## src/rtl/shift_issue_if.sv

```systemverilog
// shift_issue_if: decode-side handshake, shifter drive/return and writeback
// signals of the shift issue stage, grouped for port connection.
interface shift_issue_if;
   logic        in_valid;
   logic        in_ready;
   logic [2:0]  in_funct3;
   logic        in_funct7_5;
   logic        in_is_imm;
   logic [31:0] in_rs1;
   logic [31:0] in_rs2;
   logic [4:0]  in_imm_shamt;
   logic [4:0]  in_rd;
   logic [31:0] sh_din;
   logic [4:0]  sh_shamt;
   logic        sh_al;
   logic        sh_lr;
   logic [31:0] sh_dout;
   logic        out_valid;
   logic        out_ready;
   logic [31:0] out_result;
   logic [4:0]  out_rd;
   logic        out_illegal;
   modport master (
      output in_valid, in_funct3, in_funct7_5, in_is_imm, in_rs1, in_rs2, in_imm_shamt, in_rd,
      output sh_dout, out_ready,
      input  in_ready, sh_din, sh_shamt, sh_al, sh_lr, out_valid, out_result, out_rd, out_illegal
   );
   modport slave (
      input  in_valid, in_funct3, in_funct7_5, in_is_imm, in_rs1, in_rs2, in_imm_shamt, in_rd,
      input  sh_dout, out_ready,
      output in_ready, sh_din, sh_shamt, sh_al, sh_lr, out_valid, out_result, out_rd, out_illegal
   );
endinterface

```

## src/rtl/shift_issue_stage.sv

```systemverilog
// shift_issue_stage: two-stage elastic pipeline feeding the external RV32
// barrel shifter (stage A operands) and capturing its result (stage B).
module shift_issue_stage #(
   parameter int XLEN = 32
) (
   input logic       clk,
   input logic       rst,
   input logic       flush,
   shift_issue_if.slave bus
);
   logic            a_valid_q, a_valid_d, b_valid_q, b_valid_d;
   logic [XLEN-1:0] a_din_q, b_result_q;
   logic [4:0]      a_shamt_q, a_rd_q, b_rd_q;
   logic            a_al_q, a_lr_q, a_ill_q, b_ill_q;
   logic            a_adv, b_adv, accept, b_load;
   logic            is_sll, is_srl, is_sra;
   logic            unused_rs2_hi;

   assign unused_rs2_hi = ^bus.in_rs2[31:5];

   assign b_adv  = !b_valid_q || bus.out_ready;
   assign a_adv  = !a_valid_q || b_adv;
   assign accept = bus.in_valid && a_adv && !flush;
   assign b_load = a_valid_q && b_adv;

   assign is_sll = bus.in_funct3 == 3'b001 && !bus.in_funct7_5;
   assign is_srl = bus.in_funct3 == 3'b101 && !bus.in_funct7_5;
   assign is_sra = bus.in_funct3 == 3'b101 &&  bus.in_funct7_5;

   always_comb begin
      a_valid_d = flush ? 1'b0 : accept || (a_valid_q && !b_adv);
      b_valid_d = flush ? 1'b0 : b_adv ? a_valid_q : b_valid_q;
   end

   always_ff @(posedge clk) begin
      if (rst) begin
         a_valid_q  <= 1'b0;
         b_valid_q  <= 1'b0;
         a_din_q    <= '0;
         a_shamt_q  <= '0;
         a_al_q     <= 1'b0;
         a_lr_q     <= 1'b0;
         a_rd_q     <= '0;
         a_ill_q    <= 1'b0;
         b_result_q <= '0;
         b_rd_q     <= '0;
         b_ill_q    <= 1'b0;
      end else begin
         a_valid_q <= a_valid_d;
         b_valid_q <= b_valid_d;
         // operands only change on accept so the shifter stays quiet when idle
         if (accept) begin
            a_din_q   <= bus.in_rs1;
            a_shamt_q <= bus.in_is_imm ? bus.in_imm_shamt : bus.in_rs2[4:0];
            a_al_q    <= is_sra;
            a_lr_q    <= is_srl || is_sra;
            a_rd_q    <= bus.in_rd;
            a_ill_q   <= !(is_sll || is_srl || is_sra);
         end
         if (b_load) begin
            b_result_q <= a_ill_q ? '0 : bus.sh_dout;
            b_rd_q     <= a_rd_q;
            b_ill_q    <= a_ill_q;
         end
      end
   end

   assign bus.in_ready    = a_adv;
   assign bus.sh_din      = a_din_q;
   assign bus.sh_shamt    = a_shamt_q;
   assign bus.sh_al       = a_al_q;
   assign bus.sh_lr       = a_lr_q;
   assign bus.out_valid   = b_valid_q;
   assign bus.out_result  = b_result_q;
   assign bus.out_rd      = b_rd_q;
   assign bus.out_illegal = b_ill_q;
endmodule

```

## src/flat_wrapper.sv

```systemverilog
// flat-port wrapper written by rule: the top's interface ports become plain ports
module shift_issue_stage_flat 
#(
   parameter int XLEN = 32
)
  (clk, rst, flush, bus_in_valid, bus_in_funct3, bus_in_funct7_5, bus_in_is_imm, bus_in_rs1, bus_in_rs2, bus_in_imm_shamt, bus_in_rd, bus_sh_dout, bus_out_ready, bus_in_ready, bus_sh_din, bus_sh_shamt, bus_sh_al, bus_sh_lr, bus_out_valid, bus_out_result, bus_out_rd, bus_out_illegal);
  shift_issue_if bus_i ();
  input logic clk;
  input logic rst;
  input logic flush;
  input wire logic [$bits(bus_i.in_valid)-1:0] bus_in_valid;
  input wire logic [$bits(bus_i.in_funct3)-1:0] bus_in_funct3;
  input wire logic [$bits(bus_i.in_funct7_5)-1:0] bus_in_funct7_5;
  input wire logic [$bits(bus_i.in_is_imm)-1:0] bus_in_is_imm;
  input wire logic [$bits(bus_i.in_rs1)-1:0] bus_in_rs1;
  input wire logic [$bits(bus_i.in_rs2)-1:0] bus_in_rs2;
  input wire logic [$bits(bus_i.in_imm_shamt)-1:0] bus_in_imm_shamt;
  input wire logic [$bits(bus_i.in_rd)-1:0] bus_in_rd;
  input wire logic [$bits(bus_i.sh_dout)-1:0] bus_sh_dout;
  input wire logic [$bits(bus_i.out_ready)-1:0] bus_out_ready;
  output wire logic [$bits(bus_i.in_ready)-1:0] bus_in_ready;
  output wire logic [$bits(bus_i.sh_din)-1:0] bus_sh_din;
  output wire logic [$bits(bus_i.sh_shamt)-1:0] bus_sh_shamt;
  output wire logic [$bits(bus_i.sh_al)-1:0] bus_sh_al;
  output wire logic [$bits(bus_i.sh_lr)-1:0] bus_sh_lr;
  output wire logic [$bits(bus_i.out_valid)-1:0] bus_out_valid;
  output wire logic [$bits(bus_i.out_result)-1:0] bus_out_result;
  output wire logic [$bits(bus_i.out_rd)-1:0] bus_out_rd;
  output wire logic [$bits(bus_i.out_illegal)-1:0] bus_out_illegal;
  assign bus_i.in_valid = bus_in_valid;
  assign bus_i.in_funct3 = bus_in_funct3;
  assign bus_i.in_funct7_5 = bus_in_funct7_5;
  assign bus_i.in_is_imm = bus_in_is_imm;
  assign bus_i.in_rs1 = bus_in_rs1;
  assign bus_i.in_rs2 = bus_in_rs2;
  assign bus_i.in_imm_shamt = bus_in_imm_shamt;
  assign bus_i.in_rd = bus_in_rd;
  assign bus_i.sh_dout = bus_sh_dout;
  assign bus_i.out_ready = bus_out_ready;
  assign bus_in_ready = bus_i.in_ready;
  assign bus_sh_din = bus_i.sh_din;
  assign bus_sh_shamt = bus_i.sh_shamt;
  assign bus_sh_al = bus_i.sh_al;
  assign bus_sh_lr = bus_i.sh_lr;
  assign bus_out_valid = bus_i.out_valid;
  assign bus_out_result = bus_i.out_result;
  assign bus_out_rd = bus_i.out_rd;
  assign bus_out_illegal = bus_i.out_illegal;
  shift_issue_stage #(.XLEN(XLEN)) u_core (.clk(clk), .rst(rst), .flush(flush), .bus(bus_i));
endmodule
```

## config.mk

```make
export PLATFORM = sky130hd
export DESIGN_NAME = shift_issue_stage_flat
export DESIGN_NICKNAME = d
export VERILOG_FILES = /design/src/rtl/shift_issue_if.sv /design/src/rtl/shift_issue_stage.sv /design/src/flat_wrapper.sv
export SDC_FILE = /design/constraint.sdc
export NUM_CORES = 1
export LEC_CHECK = 0
export ABC_AREA = 1
export ABC_CLOCK_PERIOD_IN_PS = 2650
export CAP_MARGIN = 15
export CORE_AREA = 10 10 104 106
export DETAILED_ROUTE_END_ITERATION = 16
export DIE_AREA = 0 0 114 116
export GPL_TIMING_DRIVEN = 0
export PLACE_DENSITY = 0.85
export SLEW_MARGIN = 10
export SYNTH_ARGS = -nofsm -noshare
export SYNTH_HDL_FRONTEND = slang
export SYNTH_SLANG_ARGS = --single-unit
```

## constraint.sdc

```tcl
create_clock -name clk -period 2.65 [get_ports clk]
set_input_delay 0.795 -clock clk [delete_from_list [all_inputs] [get_ports clk]]
set_output_delay 0.795 -clock clk [all_outputs]
set_load 0.1 [all_outputs]
```

==> results.toml <==
[worst_setup_path]
timing.critical_path.to_type = "primary output"
timing.critical_path.fanout_max = 2
timing.critical_path.max_delay_family = "buffers and inverters"
worst-r2r-cell-count = 7
r2r-end = "u_core.a_ill_q"
r2r_setup_slack_ns = 1.22
timing.critical_path.buf_inv = 1
arrival_ns = 1.81
cp_data_required_time_ns = 1.86
crit_path_top_delay_cell = "sky130_fd_sc_hd__clkdlybuf4s50_1"
max_stage_delay_ns = 1.14
worstPathCellList = "clkdlybuf4s50_1"
rr_startpoint = "u_core.a_valid_q"
cp-start-kind = "flop"
crit_type = "reg2out"

[detailed_routing]
num_vias = 3778
wirelength_um = 11900
vias_per_cell = 4.87
detailedRoute.firstIterationViolations = 180
avgRoutedWirePerCell_um = 15.3
drt.antenna.violating_nets = 0
drcViolationCount = 0
drt_first_pass_iters = 4

[yosys]
post_synthesis_instance_area_um2 = 3630
syn_nets = 604
postSynthCellCount = 488
synth.yosys.warnings = 0
synth_sequential_area_ratio_pct = 46.9
synth_area_per_cell_um2 = 7.44
synth.lib_cells_used.distinct = 19
ys_seq_elements = 85
async_reset_ff_share_pct = 0
synth_enable_flop_cells = 0
synth_top_flop_cell = "sky130_fd_sc_hd__dfxtp_1"

[finish]
antennaDiodeCount = 0
mostFrequentLayoutCell = "sky130_fd_sc_hd__nand2_1"
syn_to_final_growth_pct = 57.3
layoutNonFillerInstCount = 775
num-fill-cells = 738
most-common-layout-cells = "sky130_fd_sc_hd__nand2_1 (89), sky130_fd_sc_hd__clkdlybuf4s50_1 (88), sky130_fd_sc_hd__dfxtp_1 (85)"
drive_above_1_share_pct = 7.05
fin_nets = 779

[place]
buffer_ports.inserted = 165
placedCellCount = 761
hpwl_um = 9310
place.gp.congestion = 0.795

[power]
totalPowerFinal_mw = 3.27
power.density_nw_per_um2 = 573
max-vdd-ir-drop_mv = 0.297
total_leakage_power_nw = 3.14

[job]
max_cap_violations = 0

[global_routing]
global_route.overflow_total = 0
wire_length_of_the_first_global_routing_pass_um = 19000
grt_antenna_before_repair = 0
grt.total_usage_pct = 17.5
grt_max_degree = 14
vias_in_the_first_global_route = 3825

[timing]
maxClockFrequency_ghz = 0.384
final_cycle_utilization_of_the_critical_path_pct = 98.4
worst-slew-pin-transition_ns = 1.03
skew_ns = 0.00730
hold_viol = 0
slew_viol_final = 0
finalSetupViolCount = 0
rsz0062_at_grt = "false"
worst_slew_margin_rel_pct = 31.5
post-route-min-period_ns = 2.61

[clocking]
cts_tree = "yes"
cts_max_level = 3
buffers_inserted_during_post_cts_setup_optimization = 0
clk_transition_reported_paths_ns = 0.08
clock_tree_buf_depth = 2
cts-hold-fix-buffers = 0
cts_buffers = 9
clock_latency_ns = 0.34
ctsRootBufferMaster = "sky130_fd_sc_hd__clkbuf_8"
cts_num_sinks = 85

[hold_path]
timing.hold.worst.start = "u_core.bus.out_result[18]"
worstHoldPathType = "reg2reg"
hold_depth = 2
holdPathEnd = "u_core.bus.out_result[18]"

[die]
std_cell_rows = 34
die_h_um = 116
die_w_um = 114
starting_density_of_the_core_pct = 41.8
area_of_the_placeable_core_um2 = 8680
ios = 195
die_area_um2 = 13200

[status]
run_status = "finished clean"
## power breakdown
part	leakage [nW]	switching, mW	internal, mW
clock	0.112	0.450	0.547
sequential	0.696	0.0331	1.34
combinational	2.34	0.621	0.275
## layer usage
layer	vias up	part of all wire [%]	GRT usage, %
li1	1924	-	-
met1	1695	41	19.2
met2	143	46	28.8
met3	16	11	9.04
met4	0	1.6	5.68
met5	-	0	0
## cell families after synthesis
| logic type | share of synthesized area [%] |
|---|---|
| buf+inv | 9.55 |
| simple gates | 31.9 |
| compound gates | 11.7 |
| flops | 46.9 |
## state kept, by name, summed over array words and instances (netlist names)
signal and flops:
u_core.a_ill_q 1, u_core.a_rd_q 5, u_core.a_valid_q 1, u_core.bus.out_illegal 1, u_core.bus.out_rd 5, u_core.bus.out_result 32
u_core.bus.out_valid 1, u_core.bus.sh_al 1, u_core.bus.sh_din 32, u_core.bus.sh_lr 1, u_core.bus.sh_shamt 5
## synth_stat cells (2+ instances only)
cell type	number	area, um^2
sky130_fd_sc_hd__nand2_1	89	334
sky130_fd_sc_hd__nor2_1	79	297
sky130_fd_sc_hd__buf_6	6	67.6
sky130_fd_sc_hd__nand4_1	19	119
sky130_fd_sc_hd__buf_1	4	15.0
sky130_fd_sc_hd__nand2_2	3	18.8
sky130_fd_sc_hd__nand3_1	15	75.1
sky130_fd_sc_hd__buf_2	16	80.1
sky130_fd_sc_hd__dfxtp_1	85	1700
sky130_fd_sc_hd__clkbuf_1	13	48.8
sky130_fd_sc_hd__o21ai_0	12	60.1
sky130_fd_sc_hd__a21oi_1	73	365
sky130_fd_sc_hd__nand3b_1	37	278
sky130_fd_sc_hd__buf_4	2	15.0
sky130_fd_sc_hd__inv_1	31	116
## metrics by stage
stage | util, % | setup slack [ns] | hold WS (ns) | setup TNS, ns | area [um^2]
after floorplan | - | 0.271 | 0.446 | 0 | 3630
after global placement | 62.4 | -1.02 | 0.445 | -1.02 | 5420
after detailed placement | 62.4 | -1.03 | 0.454 | -1.03 | 5420
after CTS | 64.6 | 0.000301 | 0.466 | 0 | 5600
after global routing | 65.8 | 0.000999 | 0.484 | 0 | 5710
final | 65.8 | 0.0425 | 0.460 | 0 | 5710
## worst max path at each step
stage | slack (ns) | start | end | cells after the start
floorplan | 0.27 | u_core.bus.out_valid | bus_in_ready | 2
global placement | -1.02 | bus_out_ready | bus_in_ready | 5
detailed placement | -1.03 | bus_out_ready | bus_in_ready | 5
CTS | 0.0003 | u_core.bus.out_rd[2] | bus_out_rd[2] | 1
global route | 0.001 | u_core.bus.sh_din[5] | bus_sh_din[5] | 1
finish | 0.04 | u_core.bus.sh_din[22] | bus_sh_din[22] | 1
## what timing repair did
action,in CTS,in global routing
setup endpoints to repair,32,46
gates cloned,0,0
resized for setup,42,45
## area by class of cell
cell class | instances | area (um^2) | area share [%]
Buffer | 40 | 221 | 3.88
Clock buffer | 10 | 138 | 2.41
Tap cell | 108 | 135 | 2.37
Multi-Input combinational cell | 330 | 1580 | 27.7
Clock inverter | 5 | 75.1 | 1.32
Sequential cell | 85 | 1700 | 29.8
Inverter | 32 | 120 | 2.10
Timing Repair Buffer | 165 | 1740 | 30.4
No activity file was read; power rests on OpenSTA's default activity.
